`src/rtl/stdout_uart_pkg.sv`:
```
// Shared definitions for the stdout UART transmitter: FSM encoding and line constants.
package stdout_uart_pkg;

    localparam int   UART_DATA_BITS  = 8;
    localparam int   UART_IDX_W      = $clog2(UART_DATA_BITS);
    localparam logic UART_IDLE_LEVEL = 1'b1;
    localparam logic UART_START_LEVEL = ~UART_IDLE_LEVEL;

    typedef enum logic [1:0] {
        ST_IDLE  = 2'd0,
        ST_START = 2'd1,
        ST_DATA  = 2'd2,
        ST_STOP  = 2'd3
    } uart_state_e;

endpackage

```
`src/rtl/stdout_uart_tx_byte_fifo.sv`:
```
// Single-clock byte FIFO; AW-bit pointers wrap naturally, occupancy kept separately at AW+1 bits.
module byte_fifo
    import stdout_uart_pkg::*;
#(
    parameter int AW = 4
) (
    input  logic                      clk,
    input  logic                      reset,
    input  logic                      push,
    input  logic [UART_DATA_BITS-1:0] din,
    input  logic                      pop,
    output logic [UART_DATA_BITS-1:0] dout,
    output logic [AW:0]               count,
    output logic                      full,
    output logic                      empty
);

    localparam int         DEPTH     = 1 << AW;
    localparam logic [AW:0] DEPTH_CNT = (AW + 1)'(DEPTH);

    logic [UART_DATA_BITS-1:0] mem_q [DEPTH];
    logic [AW-1:0]             wr_ptr_q;
    logic [AW-1:0]             rd_ptr_q;
    logic [AW:0]               count_q;
    logic                      do_push;
    logic                      do_pop;

    // Full/empty come from the pre-edge count, so a pop never frees room for a same-cycle push.
    assign full    = (count_q == DEPTH_CNT);
    assign empty   = (count_q == '0);
    assign do_push = push && !full;
    assign do_pop  = pop && !empty;
    assign dout    = mem_q[rd_ptr_q];
    assign count   = count_q;

    always_ff @(posedge clk) begin
        if (reset) begin
            wr_ptr_q <= '0;
            rd_ptr_q <= '0;
            count_q  <= '0;
        end else begin
            if (do_push) begin
                wr_ptr_q <= wr_ptr_q + AW'(1);
            end
            if (do_pop) begin
                rd_ptr_q <= rd_ptr_q + AW'(1);
            end
            case ({do_push, do_pop})
                2'b10:   count_q <= count_q + (AW + 1)'(1);
                2'b01:   count_q <= count_q - (AW + 1)'(1);
                default: count_q <= count_q;
            endcase
        end
    end

    always_ff @(posedge clk) begin
        if (!reset && do_push) begin
            mem_q[wr_ptr_q] <= din;
        end
    end

endmodule

```
`src/rtl/stdout_uart_tx.sv`:
```
// Buffers the core's stdout byte stream and shifts each byte out as an 8N1 UART frame on tx.
module stdout_uart_tx
    import stdout_uart_pkg::*;
#(
    parameter int CLK_DIV = 16,
    parameter int FIFO_AW = 4
) (
    input  logic                      clk,
    input  logic                      reset,
    input  logic [UART_DATA_BITS-1:0] stdout,
    input  logic                      stdout_en,
    output logic                      tx,
    output logic                      busy,
    output logic                      overflow,
    output logic [FIFO_AW:0]          fifo_count,
    output uart_state_e               state_dbg
);

    localparam int              BW        = $clog2(CLK_DIV);
    localparam logic [BW-1:0]   BAUD_LAST = BW'(CLK_DIV - 1);
    localparam logic [UART_IDX_W-1:0] LAST_BIT = UART_IDX_W'(UART_DATA_BITS - 1);

    uart_state_e               state_q;
    logic [BW-1:0]             baud_q;
    logic [UART_IDX_W-1:0]     bit_q;
    logic [UART_DATA_BITS-1:0] shift_q;
    logic                      tx_q;
    logic                      overflow_q;

    logic                      fifo_pop;
    logic [UART_DATA_BITS-1:0] fifo_dout;
    logic                      fifo_full;
    logic                      fifo_empty;
    logic                      bit_end;

    // Handshake: stdout_en is a valid strobe with no ready; every offered byte is either
    // written on that edge or, when the FIFO is full, dropped and recorded in overflow.
    byte_fifo #(
        .AW (FIFO_AW)
    ) u_fifo (
        .clk   (clk),
        .reset (reset),
        .push  (stdout_en),
        .din   (stdout),
        .pop   (fifo_pop),
        .dout  (fifo_dout),
        .count (fifo_count),
        .full  (fifo_full),
        .empty (fifo_empty)
    );

    assign bit_end  = (baud_q == BAUD_LAST);
    assign fifo_pop = !fifo_empty &&
                      ((state_q == ST_IDLE) || ((state_q == ST_STOP) && bit_end));

    always_ff @(posedge clk) begin
        if (reset) begin
            overflow_q <= 1'b0;
        end else if (stdout_en && fifo_full) begin
            overflow_q <= 1'b1;
        end
    end

    always_ff @(posedge clk) begin
        if (reset) begin
            state_q <= ST_IDLE;
            baud_q  <= '0;
            bit_q   <= '0;
            shift_q <= '0;
            tx_q    <= UART_IDLE_LEVEL;
        end else begin
            case (state_q)
                ST_IDLE: begin
                    baud_q <= '0;
                    tx_q   <= UART_IDLE_LEVEL;
                    if (fifo_pop) begin
                        shift_q <= fifo_dout;
                        tx_q    <= UART_START_LEVEL;
                        state_q <= ST_START;
                    end
                end
                ST_START: begin
                    if (bit_end) begin
                        baud_q  <= '0;
                        bit_q   <= '0;
                        tx_q    <= shift_q[0];
                        state_q <= ST_DATA;
                    end else begin
                        baud_q <= baud_q + BW'(1);
                    end
                end
                ST_DATA: begin
                    if (bit_end) begin
                        baud_q <= '0;
                        if (bit_q == LAST_BIT) begin
                            tx_q    <= UART_IDLE_LEVEL;
                            state_q <= ST_STOP;
                        end else begin
                            shift_q <= shift_q >> 1;
                            tx_q    <= shift_q[1];
                            bit_q   <= bit_q + UART_IDX_W'(1);
                        end
                    end else begin
                        baud_q <= baud_q + BW'(1);
                    end
                end
                ST_STOP: begin
                    if (bit_end) begin
                        baud_q <= '0;
                        // Next frame starts on the very edge this stop bit ends.
                        if (fifo_pop) begin
                            shift_q <= fifo_dout;
                            tx_q    <= UART_START_LEVEL;
                            state_q <= ST_START;
                        end else begin
                            state_q <= ST_IDLE;
                        end
                    end else begin
                        baud_q <= baud_q + BW'(1);
                    end
                end
                default: begin
                    state_q <= ST_IDLE;
                    tx_q    <= UART_IDLE_LEVEL;
                end
            endcase
        end
    end

    assign tx        = tx_q;
    assign overflow  = overflow_q;
    assign busy      = (state_q != ST_IDLE) || (fifo_count != '0);
    assign state_dbg = state_q;

endmodule

```
`config.mk`:
```
export PLATFORM = sky130hd
export DESIGN_NAME = stdout_uart_tx
export DESIGN_NICKNAME = d
export VERILOG_FILES = /design/src/rtl/stdout_uart_pkg.sv /design/src/rtl/stdout_uart_tx_byte_fifo.sv /design/src/rtl/stdout_uart_tx.sv
export SDC_FILE = /design/constraint.sdc
export NUM_CORES = 1
export LEC_CHECK = 0
export BUFFER_PORTS_ARGS = -buffer_cell sky130_fd_sc_hd__buf_2
export CAP_MARGIN = 20
export CORE_MARGIN = 3
export CORE_UTILIZATION = 56
export CTS_BUF_LIST = sky130_fd_sc_hd__clkbuf_4 sky130_fd_sc_hd__clkbuf_8 sky130_fd_sc_hd__clkbuf_16
export DETAILED_ROUTE_END_ITERATION = 10
export PLACE_DENSITY_LB_ADDON = 0.15
export SLEW_MARGIN = 5
export SYNTH_ARGS = -nofsm -noshare
export SYNTH_HDL_FRONTEND = slang
export SYNTH_SLANG_ARGS = --single-unit
```
`constraint.sdc`:
```
create_clock -name clk -period 3.5 [get_ports clk]
set_clock_uncertainty 0.15 [all_clocks]
set_input_delay 0.35 -clock clk [delete_from_list [all_inputs] [get_ports clk]]
set_output_delay 0.35 -clock clk [all_outputs]
set_load 0.02 [all_outputs]
```
# After elaboration in Yosys (flattened, before gate mapping)
# Memory sizes are Yosys's and may differ from the RTL's. A register that Yosys moved wholly into a read port is not among the register bits.
# Index checks and enable logic that the tools add are counted.
# word_totals
regBits,32
ram_bits,128
in_bits,11
out_inout_bits,10
word_cells,84
mem_count,1
# classes
n_addsub,6
eq_ne,15
mux,30
n_reduce_logical,23
# memory_table
memory,words,width,rd,rd_ports_with_merged_regs,write_ports,line,rtl
u_fifo.mem_q,16,8,1,1,1,stdout_uart_tx_byte_fifo.sv:21,logic [UART_DATA_BITS-1:0] mem_q [DEPTH];
# op_table
operator,count
$mux 8,4
$pmux 8 s3,1
$add 4x1->4 const B,3
$mux 4,3
$reduce_and 4->1,3
$mux 2,5
$ne 2x2->1 const B,5
$pmux 5 s2,1
$mux 1,9
$mux 3,3
$pmux 2 s4,1
$pmux 4 s2,1
$eq 2x2->1 const B,3
$logic_and 1x1->1,6
$pmux 3 s2,1
$reduce_bool 2->1,3
$add 5x1->5 const B,1
$eq 5x5->1 const B,1
$logic_not 5->1,1
$reduce_and 5->1,1
$reduce_bool 5->1,1
$sub 5x1->5 const B,1
$eq 2x1->1 const B,2
$eq 4x4->1 const B,1
other kinds (9),13

# Longest topological paths before layout
# Gate-level depths: netlist (run 1).
# depth
ltp_word,7
ltp_mapped,13
ltp_nobuf,11

# Modules after synthesis
# From an unflattened synthesis (run 1), not the netlist that was laid out.
# unflattened
cells_unflattened,436
area_unflattened_um2,6839.1
# modules_own_cells
mod,instances,cells_each,area_per_inst_um2,seq_area_each_um2
byte_fifo,1,314,5781.8,4184.0
stdout_uart_tx,1,122,1057.3,380.4

# Worst setup path before layout (run 1)
# Ideal clock, no wire load.
# synth_path
kind,register -> register
start,register state_q[1] (netlist: state_dbg[1])
end,register u_fifo.count_q[4] (netlist: u_fifo.count[4])
setup_time_ns,0.128
t_arrival_ns,2.879
required_time_ns,3.222
setup_slack_ns,0.343
path_stages_with_launch,13
path_buffers,1
period_less_slack_ns,3.157
path_cell_list,dfxtp_1 ha_1 and4_1 a2bb2oi_2 ha_1 clkbuf_1 xor2_1 ha_1 or3b_2 a21oi_1 o21ai_0 xnor2_1 nor2_1
# synth_via
elab_chain_cells,7
elab_cells_between_ends,10
classes_between,3 x eq/ne; 1 x mux; 6 x reduce/logical
# synth_rtl
item,line,rtl
start: declaration,stdout_uart_tx.sv:23,uart_state_e state_q;
start signal: assignment,stdout_uart_tx.sv:66,state_q <= ST_IDLE;
start signal: assignment,stdout_uart_tx.sv:79,state_q <= ST_START;
start signal: assignment,stdout_uart_tx.sv:87,state_q <= ST_DATA;
$eq 2x2->1,stdout_uart_tx.sv:54,((state_q == ST_IDLE) || ((state_q == ST_STOP) && bit_end));
$logic_and 1x1->1,stdout_uart_tx.sv:54,
$logic_or 1x1->1 *,stdout_uart_tx.sv:54,
$logic_and 1x1->1 *,stdout_uart_tx.sv:53,assign fifo_pop = !fifo_empty &&
$logic_and 1x1->1 *,stdout_uart_tx_byte_fifo.sv:32,assign do_pop = pop && !empty;
via u_fifo.do_pop,stdout_uart_tx_byte_fifo.sv:26,logic do_pop;
$eq 2x1->1 or $eq 2x2->1 (tied branches),stdout_uart_tx_byte_fifo.sv:48,"case ({do_push, do_pop})"
$pmux 5 s2 or $reduce_bool 2->1 (tied branches),n/a,
end signal: assignment,stdout_uart_tx_byte_fifo.sv:49,2'b10: count_q <= count_q + (AW + 1)'(1);
end signal: assignment,stdout_uart_tx_byte_fifo.sv:50,2'b01: count_q <= count_q - (AW + 1)'(1);
end signal: assignment,stdout_uart_tx_byte_fifo.sv:51,default: count_q <= count_q;
end: declaration,stdout_uart_tx_byte_fifo.sv:24,logic [AW:0] count_q;
# Mark *: on every way through the listed nets, which the timed path passes. The rest lies on a longest branch.
# A chain may end at the register's enable or synchronous reset.

# Worst setup path in the final report (run 1)
# layout_path
start,register u_fifo.count_q[1] (netlist: u_fifo.count[1])
end,register u_fifo.count_q[4] (netlist: u_fifo.count[4])
# layout_via
elab_chain_cells,6
elab_cells_between_ends,13
classes_between,2 x add/sub; 3 x eq/ne; 1 x mux; 7 x reduce/logical
# layout_rtl
item,line,rtl
$logic_not 5->1,stdout_uart_tx_byte_fifo.sv:30,assign empty = (count_q == '0);
$logic_not 1->1,"stdout_uart_tx_byte_fifo.sv:32, stdout_uart_tx.sv:53",
$logic_and 1x1->1,stdout_uart_tx.sv:53,
$logic_and 1x1->1,stdout_uart_tx_byte_fifo.sv:32,
$eq 2x1->1 or $eq 2x2->1 (tied branches),stdout_uart_tx_byte_fifo.sv:48,
$pmux 5 s2 or $reduce_bool 2->1 (tied branches),n/a,
# Parallel ways exist; a longest one is shown, timed or not.

==> impl_metrics.toml, run 1 <==
[worst_setup_path]
reg2reg_to = "u_fifo.count[4]$_SDFFE_PP0P_"
endpoint_kind = "flip-flop"
worstPathArrival_ns = 3.35
crit_type = "flip-flop to flip-flop"
worstPathRequired_ns = 3.63
cp_max_fo = 10
start_kind = "flip-flop"
r2r_cells = 11
ff2ff_setup_slack_ns = 0.28
r2r-start = "u_fifo.count[1]$_SDFFE_PP0P_"

[placement]
numPortBuffers = 20
placed_area_um2 = 7140
post-dp-hpwl_um = 8550
dp.cells = 585
place.gp.congestion = 0.770
dpl_worst_slack_ns = 0.282

[routing]
drt_iter0_markers = 347
firstDrtPassIters = 5
wl_um = 13300
drtAntennaViolNets = 0
vias_per_cell = 6.02
num_vias = 3714
avgRoutedWirePerCell_um = 21.6
drc = 0

[synthesis]
ys_async_sr_fraction_pct = 0
synthAdderAreaFrac_pct = 2.94
synth_compound_area_share_pct = 6.88
syn_inst = 422
synthSimpleGateAreaFrac_pct = 8.02
syn-cell-area_um2 = 6810
synthXorXnorAreaFrac_pct = 1.67
ys.flop_type = "edfxtp_1"
avgSynthCellArea_um2 = 16.1
netlist_top_cells_area = "edfxtp_1 (56%), dfxtp_1 (11%), mux4_2 (11%)"
yosys.area.top_type = "edfxtp_1"
netlist.area_leader.share_pct = 56.5
synth-edff-count = 128
ys_types = 53
synth_seq_cells = 164
synth_top_family_by_area = "multiplexers"
yosys-mux-area-fraction_pct = 11.2
syn_nets = 449
ys_seq_area_share_pct = 67.1
ys_warn_count = 0

[clock_network]
cts_made_buffers = 17
cts_max_path_buffers = 2
cts_sinks = 164
path_clk_slew_ns = 0.06
cts_max_level = 4
clk_latency_ns = 0.42
cts_root_buf = "clkbuf_16"
holdBufCountCts = 0
cts_tree = "yes"
post_cts_buffers = 0
post_cts_resized = 0

[global_route]
grt_pass1_wl_um = 21000
grt_use_total_pct = 21.8
grt_pass1_vias = 3680
grt_overflow = 0
grt_antenna_before_repair = 0
grt_max_degree = 36

[floorplan]
coreArea_um2 = 11700
die_x_um = 116
fp-row-count = 39
die_h_um = 116
dieArea_um2 = 13500
start_util_pct = 58.4
design.portCount = 21

[sta]
worstMarginPinSlew_ns = 0.801
hold_viol = 0
rsz0062_at_grt = "false"
final-setup-viol-count = 0
slew_viol_final = 0
holdWs_ns = 0.0691
tns_ns = 0
slew_headroom_pct = 46.6
fin_crit_sh_pct = 92.0
fin_crit_ns = 3.22
fmax_mhz = 310
fin_ws_ns = 0.279

[hold_path]
hold_path_class = "primary input to flip-flop"
hold_depth = 3
min_to = "overflow$_SDFFE_PP0P_"
min_from = "stdout_en"

[cells_and_area]
antenna_cells = 0
final_cell_count_no_fill = 617
fin_area_um2 = 7720
drive_gt1_share_pct = 27.4
syn_to_final_growth_pct = 13.4
fin_nets = 488

[status]
status = "completed"

[pwr]
ir_worst_vdd_mv = 0.598
leakagePower_uw = 0.00261
power.density_nw_per_um2 = 737

[job]
cap_violations = 0
-- flip-flops by register name, summed over array words and instances (netlist names), named ones only --
name and cells:
u_fifo.count 5, overflow 1, u_fifo.rd_ptr_q 4, shift_q 8, u_fifo.wr_ptr_q 4, baud_q 4, bit_q 3, tx 1
state_dbg 2, u_fifo.mem_q 128
-- synth_stat cells, types with 3 or more instances --
library cell,count
edfxtp_1,128
nor2_1,41
dfxtp_1,36
mux4_2,32
a21oi_1,17
ha_1,16
a22oi_1,15
nand2_1,15
clkbuf_1,10
a211oi_2,8
xor2_1,8
inv_1,7
nor2b_1,7
nor3_2,7
nor3_1,6
buf_2,5
o21ai_0,5
xnor2_1,5
buf_6,4
mux2i_1,4
nand4_1,4
nand3b_1,3
-- critical path: stages (launching register included) --
cell and delay, ns:
dfxtp_1 0.41, nor4_2 0.48, a21boi_1 0.25, inv_1 0.17, ha_1 0.34, xor2_1 0.13, ha_1 0.25, or3b_2 0.45
a21oi_1 0.14, o21ai_0 0.11, xnor2_1 0.15, nor2_1 0.05
-- final cells by class --
type,count,area (um^2)
clock buffer,19,453
clock inverter,13,126
multi-input combinational,229,2090
inverter,7,26.3
timing repair buffer,42,278
tap,143,179
sequential,164,4570
fill,802,3950
-- metal layers --
layer	up-vias	wire length, um	track usage [%]
li1	1727	-	-
met1	1889	5940	31.4
met2	92	6590	33.3
met3	6	701	6.58
met4	0	92	5.18
met5	-	0	0
-- power breakdown --
part           switching [uW]  internal, uW
logic                     802           705
registers                 182          2220
clock network             759          1020
total                    1740          3950
-- how the worst max path moves through the flow --
stage / cells past startpoint / slack (ns) / from / endpoint
after global routing: 11 / 0.04 / u_fifo.count[1]$_SDFFE_PP0P_ / u_fifo.count[4]$_SDFFE_PP0P_
after CTS: 11 / 0.27 / u_fifo.count[1]$_SDFFE_PP0P_ / u_fifo.count[4]$_SDFFE_PP0P_
final: 11 / 0.28 / u_fifo.count[1]$_SDFFE_PP0P_ / u_fifo.count[4]$_SDFFE_PP0P_
after detailed placement: 11 / 0.28 / u_fifo.count[1]$_SDFFE_PP0P_ / u_fifo.count[4]$_SDFFE_PP0P_
after global placement: 11 / 0.49 / u_fifo.count[1]$_SDFFE_PP0P_ / u_fifo.count[4]$_SDFFE_PP0P_
after floorplan: 12 / 0.34 / state_dbg[1]$_SDFFE_PP0P_ / u_fifo.count[4]$_SDFFE_PP0P_
-- cell families after synthesis --
group	after synthesis
adder cells (fa/ha/maj)	16
buffers and inverters	29
multiplexers	36
XOR/XNOR	13
AND/OR/NAND/NOR	102
flip-flops	164
AO/OA/AOI/OAI	62
-- through the flow --
stage	util [%]	total power (uW)
after detailed placement	61.2	3950
final	66.2	5690
after floorplan	-	3600
after global routing	66.2	5990
after CTS	66.2	5740
after global placement	61.2	3890
-- layout by cell type, fill, tap and decap left out, types with 2 or more instances in the layout --
master | Yosys | layout
mux4_2 | 32 | 32
nand2_1 | 15 | 15
a211o_1 | 2 | 2
clkbuf_8 | 0 | 2
a22o_1 | 2 | 2
and2_1 | 2 | 2
xor2_1 | 8 | 8
xnor2_1 | 5 | 5
clkinv_4 | 0 | 5
nand3_1 | 2 | 2
nor3_2 | 7 | 7
o21ai_0 | 5 | 5
nor2_1 | 41 | 41
edfxtp_1 | 128 | 128
clkinvlp_4 | 0 | 4
a211oi_2 | 8 | 8
buf_2 | 5 | 20
buf_4 | 2 | 21
nand4_1 | 4 | 4
ha_1 | 16 | 16
nor2b_1 | 7 | 7
a31oi_1 | 2 | 2
mux2i_1 | 4 | 4
a21oi_1 | 17 | 17
clkbuf_16 | 0 | 17
nand2b_1 | 2 | 2
inv_6 | 0 | 2
nor4_1 | 2 | 2
a22oi_1 | 15 | 15
nand3b_1 | 3 | 3
inv_1 | 7 | 7
nor3_1 | 6 | 6
dfxtp_1 | 36 | 35
(Power assumes the default switching activity.)
==> run 2: changes to the inputs <==
--- a/config.mk
+++ b/config.mk
@@ -12,7 +12,6 @@
 export CTS_BUF_LIST = sky130_fd_sc_hd__clkbuf_4 sky130_fd_sc_hd__clkbuf_8 sky130_fd_sc_hd__clkbuf_16
 export DETAILED_ROUTE_END_ITERATION = 10
 export PLACE_DENSITY_LB_ADDON = 0.15
-export SLEW_MARGIN = 5
 export SYNTH_ARGS = -nofsm -noshare
 export SYNTH_HDL_FRONTEND = slang
 export SYNTH_SLANG_ARGS = --single-unit
==> constraint.sdc (replaced) <==
create_clock -name clk -period 4.1 [get_ports clk]
set_clock_uncertainty 0.15 [all_clocks]
set_input_delay 0.41 -clock clk [delete_from_list [all_inputs] [get_ports clk]]
set_output_delay 0.41 -clock clk [all_outputs]
set_load 0.02 [all_outputs]
==> impl_metrics.toml, run 2 (same netlist as run 1, synthesis figures left out) <==
[floorplan]
fp-row-count = 39
die_x_um = 116
die_h_um = 116
coreArea_um2 = 11700
dieArea_um2 = 13500
start_util_pct = 58.4
design.portCount = 21

[clock_network]
cts_max_level = 4
cts_made_buffers = 17
path_clk_slew_ns = 0.07
cts_sinks = 164
post_cts_buffers = 0
cts_max_path_buffers = 2
clk_latency_ns = 0.43
post_cts_resized = 0
cts_root_buf = "clkbuf_16"
holdBufCountCts = 0
cts_tree = "yes"

[worst_setup_path]
r2r_cells = 11
start_kind = "flip-flop"
cp_max_fo = 8
worst_path_most_repeated_cell = "ha_1"
endpoint_kind = "flip-flop"
cpLargestDelayFamily = "adder cells"
r2r-start = "state_dbg[1]$_SDFFE_PP0P_"
path_cells = "ha_1 > and4_1 > a2bb2oi_2 > ha_1 > xor2_1 > ha_1 > or3b_2 > a21oi_1 > o21ai_0 > xnor2_1 > nor2_1"
worstPathRequired_ns = 4.24
cp_num_buf_inv = 0
cp_slowest_cell = "or3b_2"
critPathMaxStageDelay_ns = 0.45
ff2ff_setup_slack_ns = 0.86
reg2reg_to = "u_fifo.count[4]$_SDFFE_PP0P_"
worstPathArrival_ns = 3.38
crit_type = "flip-flop to flip-flop"

[sta]
fmax_mhz = 309
fin_crit_ns = 3.24
slew_viol_final = 0
fin_crit_sh_pct = 79.0
final-setup-viol-count = 0
rsz0062_at_grt = "false"
worstMarginPinSlew_ns = 0.969
tns_ns = 0
hold_viol = 0
slew_headroom_pct = 35.2

[cells_and_area]
final_common_cell = "edfxtp_1"
antenna_cells = 0
top_register = "u_fifo.mem_q"
syn_to_final_growth_pct = 12.0
fin_nets = 473
fill_cells = 812
largest_register_ffs = 128
layout_common_cells = "edfxtp_1 (128), nor2_1 (41), dfxtp_1 (35), mux4_2 (32), buf_2 (20)"
drive_gt1_share_pct = 25.1
register_area_um2 = 4570
fin_area_um2 = 7620
multi_input_area_um2 = 2090

[hold_path]
hold_path_class = "primary input to flip-flop"
min_from = "stdout_en"
min_to = "overflow$_SDFFE_PP0P_"
hold_depth = 3

[routing]
num_vias = 3701
avgRoutedWirePerCell_um = 21.1
drc = 0
vias_per_cell = 6.15
drtAntennaViolNets = 0
wl_um = 12700
drt_iter0_markers = 326
firstDrtPassIters = 5

[placement]
numPortBuffers = 20
place.gp.congestion = 0.839
post-dp-hpwl_um = 8140
placed_area_um2 = 7020

[global_route]
grt_pass1_vias = 3635
grt_pass1_wl_um = 20500
grt_antenna_before_repair = 0
grt_overflow = 0
grt_max_degree = 36
grt_use_total_pct = 21.0

[pwr]
power_uw = 4880
leakagePower_uw = 0.00255
power.density_nw_per_um2 = 640
ir_worst_vdd_mv = 0.396

[job]
cap_violations = 0

[status]
status = "completed"
[run 2: worst max-delay path by stage]
stage,depth (start not counted),endpoint,from
2_1_floorplan,12,u_fifo.count[4]$_SDFFE_PP0P_,state_dbg[1]$_SDFFE_PP0P_
3_3_place_gp,11,u_fifo.count[4]$_SDFFE_PP0P_,state_dbg[1]$_SDFFE_PP0P_
3_5_place_dp,11,u_fifo.count[4]$_SDFFE_PP0P_,state_dbg[1]$_SDFFE_PP0P_
4_1_cts,11,u_fifo.count[4]$_SDFFE_PP0P_,state_dbg[1]$_SDFFE_PP0P_
5_1_grt,11,u_fifo.count[4]$_SDFFE_PP0P_,state_dbg[1]$_SDFFE_PP0P_
6_report,11,u_fifo.count[4]$_SDFFE_PP0P_,state_dbg[1]$_SDFFE_PP0P_
[run 2: through the flow]
step                setup WS [ns]  utilization, %  cells  hold WS (ns)
detailed placement          0.897            60.2    570         0.299
finish                      0.860            65.4    602        0.0993
global placement            0.957            60.2    570         0.291
global route                0.612            65.4    602         0.123
floorplan                   0.943               -    422         0.282
CTS                         0.873            65.4    602        0.0849
[run 2: worst min-delay path: stages]
cell and delay, ns:
buf_2 0.09, a31oi_1 0.07, nor2_1 0.07
[run 2: final cells by class]
type	count	area share, %
Clock buffer	18	5.68
Clock inverter	14	2.18
Inverter	7	0.345
Multi-Input combinational cell	229	27.4
Sequential cell	164	59.9
Tap cell	143	2.35
Timing Repair Buffer	27	2.17
[run 2: metal layers]
| layer | track usage (%) | part of all wire, % |
|---|---|---|
| met1 | 31.2 | 46 |
| met2 | 30.7 | 48 |
| met3 | 5.75 | 5.5 |
| met4 | 6.34 | 1.2 |
| met5 | 0 | 0 |
[run 2: power by group]
group	internal (uW)	switching [uW]
combinational	580	656
clock	923	677
sequential	1890	151
total	3390	1480
